$ cat src/rtl/async_fifo_pkg.sv
// Shared helpers for the async FIFO pointer handlers (write and read side):
// depth derivation, binary->Gray conversion and the Gray full compare.
package async_fifo_pkg;

  // FIFO depth for a given address width.
  function automatic int fifo_depth(input int asize);
    return 1 << asize;
  endfunction

  // Binary to reflected Gray; callers truncate the result to their width.
  function automatic logic [31:0] bin2gray(input logic [31:0] b);
    return b ^ (b >> 1);
  endfunction

  // Full when the local Gray pointer equals the remote one with its two MSBs
  // inverted, i.e. the binary pointers differ by exactly DEPTH. n = ptr width.
  function automatic logic ptr_full(input logic [31:0] wg,
                                    input logic [31:0] rg,
                                    input int          n);
    logic [31:0] mask;
    logic [31:0] tgt;
    mask = (32'd1 << n) - 32'd1;
    tgt  = rg ^ (32'd3 << (n - 2));
    return ((wg ^ tgt) & mask) == 32'd0;
  endfunction

endpackage

$ cat src/rtl/gray2bin.sv
// Combinational Gray to binary converter; each binary bit is the XOR of all
// Gray bits at and above it. Used for the synchronised remote pointer.
module gray2bin #(
  parameter int N = 4
) (
  input  logic [N-1:0] gray,
  output logic [N-1:0] bin
);

  for (genvar i = 0; i < N; i++) begin : g_bit
    assign bin[i] = ^gray[N-1:i];
  end

endmodule

$ cat src/rtl/wptr_full_ctrl.sv
// Write-side pointer and full handler of an async FIFO. Keeps the binary and
// registered Gray write pointers, derives full against the synchronised read
// pointer, a registered fill level and a sticky overflow flag.
// Optional out_almost_full port/logic under macro WPTR_ALMOST_FULL_EN.
module wptr_full_ctrl
  import async_fifo_pkg::*;
#(
  parameter int ASIZE     = 3,
  parameter int AF_MARGIN = 1
) (
  input  logic             wrclk,
  input  logic             in_reset,
  input  logic             in_wr_en,
  input  logic             in_ovf_clr,
  input  logic [ASIZE:0]   sync_rptr_gray,
  output logic [ASIZE-1:0] wptr_binary_addr,
  output logic [ASIZE:0]   wptr_gray,
  output logic             wr_en_RAM,
  output logic             out_full,
  output logic [ASIZE:0]   out_level,
  output logic             out_overflow
`ifdef WPTR_ALMOST_FULL_EN
  ,
  output logic             out_almost_full
`endif
);

  localparam int DEPTH = fifo_depth(ASIZE);
  localparam int PW    = ASIZE + 1;

  logic [PW-1:0] wbin;
  logic [PW-1:0] wgray;
  logic [PW-1:0] rbin;
  logic [PW-1:0] wbin_nxt;
  logic [PW-1:0] level_nxt;

  gray2bin #(.N(PW)) u_rptr_g2b (
    .gray (sync_rptr_gray),
    .bin  (rbin)
  );

  // Full is combinational so a read-pointer update frees a slot the same cycle.
  assign out_full         = ptr_full(32'(wgray), 32'(sync_rptr_gray), PW);
  assign wr_en_RAM        = in_wr_en && !out_full;
  assign wbin_nxt         = wbin + PW'(wr_en_RAM);
  assign level_nxt        = wbin - rbin;
  assign wptr_binary_addr = wbin[ASIZE-1:0];
  assign wptr_gray        = wgray;

  // Pointer pair, fill level and sticky overflow; reset beats writes and clear.
  always_ff @(posedge wrclk) begin
    if (in_reset) begin
      wbin         <= '0;
      wgray        <= '0;
      out_level    <= '0;
      out_overflow <= 1'b0;
    end else begin
      wbin      <= wbin_nxt;
      wgray     <= PW'(bin2gray(32'(wbin_nxt)));
      out_level <= level_nxt;
      if (in_wr_en && out_full)
        out_overflow <= 1'b1;
      else if (in_ovf_clr)
        out_overflow <= 1'b0;
    end
  end

`ifdef WPTR_ALMOST_FULL_EN
  localparam logic [PW-1:0] AF_THRESH = PW'(DEPTH - AF_MARGIN);

  // Almost-full tracks the same next level that feeds out_level.
  always_ff @(posedge wrclk) begin
    if (in_reset)
      out_almost_full <= 1'b0;
    else
      out_almost_full <= (level_nxt >= AF_THRESH);
  end
`endif

endmodule

$ cat config.mk
export PLATFORM = sky130hd
export DESIGN_NAME = wptr_full_ctrl
export DESIGN_NICKNAME = d
export VERILOG_FILES = /design/src/rtl/async_fifo_pkg.sv /design/src/rtl/gray2bin.sv /design/src/rtl/wptr_full_ctrl.sv
export SDC_FILE = /design/constraint.sdc
export NUM_CORES = 1
export LEC_CHECK = 0
export CELL_PAD_IN_SITES_DETAIL_PLACEMENT = 0
export CELL_PAD_IN_SITES_GLOBAL_PLACEMENT = 1
export CORE_ASPECT_RATIO = 1.2
export CORE_UTILIZATION = 31
export DETAILED_ROUTE_END_ITERATION = 8
export PLACE_DENSITY = 0.76
export RECOVER_POWER = 50
export SLEW_MARGIN = 40
export SYNTH_ARGS = -nofsm -noshare
export SYNTH_HDL_FRONTEND = slang
export SYNTH_SLANG_ARGS = --single-unit
$ cat constraint.sdc
create_clock -name wrclk -period 2.52 [get_ports wrclk]
set_clock_uncertainty 0.05 [all_clocks]
set_input_delay 0.63 -clock wrclk [delete_from_list [all_inputs] [get_ports wrclk]]
set_output_delay 0.63 -clock wrclk [all_outputs]
set_load 0.02 [all_outputs]
==> results.md, run 1 <==
- CP max stage cell: clkdlybuf4s50_1
- DR pass1 iterations: 2
- Outcome: complete, no violations
- Root Driver: clkbuf_4
- Worst-Margin Slew: 0.460 ns
- Clock-pin slew on the worst setup and hold paths: 0.08 ns
- Power Density: 610 nW/um^2
- Core area: 1700 sq um
- Insertion delay to the later sink of the worst-skew pair: 0.27 ns
- Core Util, Final: 57.7%
- CTS tree: done
- Rows: 16
- Maximum clock path buffer count: 2
- Count of cell types in the netlist: 15
- Routed len/inst: 11.4 microns
- Initial core utilization: 34.8%
- DP Wirelength: 1000 microns
- Place WS: -0.406 ns
- Layout Area Growth over Synthesis: 66.0%
- Syn_nets: 75
- Crit path max fanout: 3
- Most frequent cells in the layout: clkdlybuf4s50_1 (16), dfxtp_1 (12), buf_4 (12), nor2_1 (11), xor2_1 (8)
- RSZ-0062 raised after global routing: true
- Syn. warnings: 0
- Nets: 111
- Mapped Cells: 61
- Cts bufs inserted: 3
- Design area: 982 sq um
- Leak: 0.431 nW
- CP Launch Type: input port
- Dpl cells: 108
- Hold slack: 0.557 ns
- GR Overflow Total: 0
- Layout cell share with drive strength beyond 1: 24.0%
- Area of the multi-input gates: 387 sq um
- Pins Over Slew Limit: 0
- Non-Filler Instances: 114
- H-tree levels: 1
- Crit path kind: input port to flop
- Die ar.: 2090 sq um
- RD Place Congestion: 0.695
- DP Area: 888 sq um
- Crit path time final: 2.42 ns
- Clock net sink count: 12
- Die W: 41.9 microns
- DRC: 0
- # setup viols final: 0
- Critical path required time: 2.62 ns
- Post-Route WL: 1300 microns
- Routed Antenna Nets: 0
- Top Ports: 22
- Total track usage: 14.8%
- Avg Cell Area, Syn: 9.70 sq um
- Register area share after synthesis: 40.6%
- Period utilization: 96.0%
- Achievable clock frequency: 413 MHz
- CP arrival: 2.52 ns
- Peak supply drop: 0.418 mV
- Setup slack after layout: 0.101 ns
- Max incr delay on CP: 0.46 ns
- Hold Crit Class: flop to flop
- DRT iter0 DRCs: 10
- Hold Fails Final Rpt: 0
- CP Cell Sequence: clkdlybuf4s50_1 -> buf_4 -> xnor2_4 -> xor2_2 -> xnor2_1 -> ha_2 -> fa_1 -> xor2_1 -> nor2_1
- Relative slew margins: 69.2%
- Reg area: 240 sq um
- Antenna violations before repair: 0
- Filler cell count: 151
- First-pass GRT wire length: 2280 microns
- Vias: 516
- Largest net degree at the start of global routing: 13
- Synth Cell Area: 592 sq um
- Port Buffers: 21
- Ant. Diodes: 0
- Max_cap viols: 0
- Flops & latches, synth: 12
- Via density: 4.53
- Worst setup EP type: flop
- Most common cell after layout, fill and taps aside: clkdlybuf4s50_1
- Die Height: 49.9 microns
- Vias in the first global route: 513
[worst max-delay path: cells and delay by family]
| kind | cells | cell delay (ns) |
|---|---|---|
| fa+ha+maj | 2 | 0.58 |
| simple gates | 1 | 0.05 |
| xor+xnor | 4 | 0.63 |
| buf+inv | 2 | 0.64 |
[sequential cells by signal, indices dropped and copies added (netlist names)]
register	count
out_level	4
out_overflow	1
wbin	4
wptr_gray	3
[cells by family after synthesis]
kind of cell / count (synthesis) / synth area share (%)
AOI/OAI and AO/OA: 4 / 4.23
buffers and inverters: 4 / 2.54
and+or+nand+nor: 20 / 16.5
DFF: 12 / 40.6
adders and majority gates: 6 / 14.0
xor gates and xnor gates: 15 / 22.2
[stage by stage]
| step | setup TNS [ns] | total power, mW |
|---|---|---|
| after floorplan | 0 | 0.341 |
| after global placement | -2.14 | 0.434 |
| after detailed placement | -2.24 | 0.438 |
| after CTS | -0.00661 | 0.596 |
| after global routing | 0 | 0.641 |
| final | 0 | 0.599 |
[per-layer routing]
layer  vias to the layer above  GRT usage (%)  part of all wire (%)
li1                        263              -                     -
met1                       238           16.5                    42
met2                        11           25.0                    52
met3                         4           4.40                   4.4
met4                         0           8.06                   1.9
met5                         -              0                     0
[path summary, 6_finish.rpt]
check | slack [ns] | start | depth (start not counted) | end
setup / recovery | 0.10 | sync_rptr_gray[3] | 9 | out_level[2]
hold / removal | 0.56 | out_overflow | 3 | out_overflow
setup reg to reg | 0.62 | wptr_gray[1] | 8 | wptr_gray[0]
hold reg to reg | 0.56 | out_overflow | 3 | out_overflow
[Yosys cell counts]
master	instances	area [sq um]
o21a_1	2	15.0
nor2_1	11	41.3
nand2_1	1	3.75
nor2b_1	4	25.0
nor3_1	2	10.0
xnor2_1	6	52.6
dfxtp_1	12	240
nand3_1	1	5.00
ha_1	5	62.6
clkbuf_1	1	3.75
nor4_2	1	12.5
xor2_1	9	78.8
inv_1	3	11.3
fa_1	1	20.0
a21oi_1	2	10.0
[report_power, final]
part / total [mW] / switching (mW) / internal, mW
clock: 0.154 / 0.0658 / 0.0878
combinational: 0.219 / 0.104 / 0.115
sequential: 0.227 / 0.0140 / 0.213
[area by class of cell]
class | count | share of cell area (%)
flip-flops and latches | 12 | 24.5
repair buffers | 32 | 29.0
multi-input cells | 45 | 39.4
clock buffers | 4 | 3.69
well taps | 18 | 2.29
inverters | 3 | 1.15
[repair_timing]
item	4_1_cts	5_1_grt
hold buffers	0	0
setup buffers	1	1
hold endpoints to repair	0	0
pin swaps	2	3
endpoints found under the setup margin	4	6
cloned	0	0
gates resized for setup	13	7
(Power assumes the default switching activity.)
==> inputs of run 2 (changes only) <==
--- a/config.mk
+++ b/config.mk
@@ -9,6 +9,7 @@
 export CELL_PAD_IN_SITES_GLOBAL_PLACEMENT = 1
 export CORE_ASPECT_RATIO = 1.2
 export CORE_UTILIZATION = 31
+export CTS_BUF_LIST = sky130_fd_sc_hd__clkbuf_8 sky130_fd_sc_hd__clkbuf_16
 export DETAILED_ROUTE_END_ITERATION = 8
 export PLACE_DENSITY = 0.76
 export RECOVER_POWER = 50
==> results.md, run 2 (synthesis gave the netlist of run 1 again) <==
- Maximum clock path buffer count: 2 (unchanged)
- CP max stage cell: nor4_2
- CP arrival: 1.69 ns (-0.83 ns)
- Clock-pin slew on the worst setup and hold paths: 0.05 ns (-0.03 ns)
- Crit path max fanout: 3 (unchanged)
- Layout Area Growth over Synthesis: 67.2%
- DRT iter0 DRCs: 5 (-5)
- Most frequent cells in the layout: dfxtp_1 (12), buf_4 (12), nor2_1 (11), dlygate4sd3_1 (11), xor2_1 (9)
- Cts hold-fix bufs: 0 (unchanged)
- Root Driver: clkbuf_8
- Filler cell count: 149 (-1.3%)
- DR pass1 iterations: 3 (+1)
- Worst setup EP type: output port
- CP Cell Sequence: dlygate4sd2_1 -> xor2_1 -> nor4_2 -> nor2b_1 -> buf_4
- Initial core utilization: 34.8% (unchanged)
- Nets: 111 (unchanged)
- Max incr delay on CP: 0.34 ns (-0.12 ns)
- Power Density: 650 nW/um^2 (+6.6%)
- Clock net sink count: 12 (unchanged)
- Vias: 519 (+0.58%)
- Logic pwr share: 32.3% (-4.2 points)
- Crit path depth: 5 (-4)
- Family with the most delay on the worst path: simple AND/OR/NAND/NOR gates
- RSZ-0062 raised after global routing: false
- Relative slew margins: 68.5% (-0.74 points)
- Insertion delay to the later sink of the worst-skew pair: 0.24 ns (-0.03 ns)
- Period utilization: 94.0% (-1.9 points)
- Rows: 16 (unchanged)
- First-pass GRT wire length: 2250 microns (-1.2%)
- Max_cap viols: 0 (unchanged)
- Die Height: 49.9 microns (unchanged)
- Peak supply drop: 0.352 mV (-16%)
- RD Place Congestion: 0.695 (unchanged)
- Cts bufs inserted: 3 (unchanged)
- Routed Antenna Nets: 0 (unchanged)
- Setup_tns: 0 ns (unchanged)
- Leak: 0.473 nW (+9.6%)
- Layout cell share with drive strength beyond 1: 24.0% (unchanged)
- Hold-critical path depth: 3 (unchanged)
- CTS tree: done
- Achievable clock frequency: 422 MHz (+2.1%)
- R2r worst-path depth: 8 (unchanged)
- Hold Crit Class: flop to flop
- Critical path required time: 1.84 ns (-0.78 ns)
- Total track usage: 14.7% (-0.13 points)
- Port Buffers: 21 (unchanged)
- DP Wirelength: 1000 microns (unchanged)
- Die W: 41.9 microns (unchanged)
- Pins Over Slew Limit: 0 (unchanged)
- Die ar.: 2090 sq um (unchanged)
- CP Buf/Inv Count: 2 (unchanged)
- Antenna violations before repair: 0 (unchanged)
- Outcome: complete, no violations
- Clock network fraction of total power: 32.6% (+7.0 points)
- CP Launch Type: input port
- Ant. Diodes: 0 (unchanged)
- Worst-Margin Slew: 0.472 ns (+0.0111 ns)
- DRC: 0 (unchanged)
- Top Ports: 22 (unchanged)
- Switching pwr: 0.186 mW (+1.4%)
- # setup viols final: 0 (unchanged)
- Seq pwr share: 35.2% (-2.7 points)
- Largest net degree at the start of global routing: 13 (unchanged)
- Crit path kind: input port to output port
- H-tree levels: 1 (unchanged)
- Core Util, Final: 58.2% (+0.44 points)
- Post-Route WL: 1330 microns (+2.9%)
- Hold Fails Final Rpt: 0 (unchanged)
- Via density: 4.55 (+0.58%)
- GR Overflow Total: 0 (unchanged)
- Core area: 1700 sq um (unchanged)
- Vias in the first global route: 518 (+0.97%)
- Routed len/inst: 11.7 microns (+2.9%)
- Crit path time final: 2.37 ns (-0.0491 ns)
- Int Power: 0.458 mW (+10%)
- Switching Fraction: 28.9% (-1.7 points)
[run 2: layout make-up]
cell class | instances | area, sq um | share of cell area [%]
inverters | 3 | 11.3 | 1.14
flip-flops and latches | 12 | 240 | 24.3
well taps | 18 | 22.5 | 2.28
clock buffers | 4 | 55.1 | 5.56
multi-input cells | 45 | 373 | 37.7
repair buffers | 32 | 288 | 29.1
[run 2: worst min-delay path, stage by stage (launching register included)]
cell and delay, ns:
dfxtp_1 0.31, nor2b_1 0.12, a21oi_1 0.04, nor2_1 0.08
[run 2: power by group through the flow]
stage	clock network (mW)	registers [mW]	logic [mW]
after floorplan	0	0.259	0.0819
after global placement	0	0.232	0.202
after detailed placement	0	0.232	0.206
after CTS	0.215	0.228	0.209
after global routing	0.226	0.230	0.229
final	0.210	0.226	0.208
[run 2: what timing repair did]
| item | in CTS | in global routing |
|---|---|---|
| gates resized for setup | 14 | 7 |
| buffers inserted | 1 | 1 |
| pin swaps | 2 | 4 |
| setup endpoints to repair | 5 | 9 |
| gates cloned | 0 | 0 |
[run 2: metrics by stage]
step	worst slack, ns	power (mW)	instance area (sq um)	cells	hold WS [ns]
finish	0.150	0.644	990	114	0.545
global placement	-0.403	0.434	888	108	0.531
global route	0.0292	0.685	990	114	0.601
detailed placement	-0.406	0.438	888	108	0.545
CTS	-0.00661	0.653	956	113	0.558
floorplan	0.0254	0.341	592	61	0.609
[run 2: final timing paths]
check	start	to	slack, ns
max	sync_rptr_gray[0]	wr_en_RAM	0.15
min	out_overflow	out_overflow	0.55
max reg2reg	wptr_gray[1]	wptr_gray[0]	0.60
min reg2reg	out_overflow	out_overflow	0.55
[run 2: per-layer routing]
| layer | vias up | global-route usage [%] | part of all wire, % |
|---|---|---|---|
| li1 | 264 | - | - |
| met1 | 244 | 15.9 | 41 |
| met2 | 9 | 25.3 | 54 |
| met3 | 2 | 3.66 | 3.8 |
| met4 | 0 | 9.14 | 1.0 |
| met5 | - | 0 | 0 |
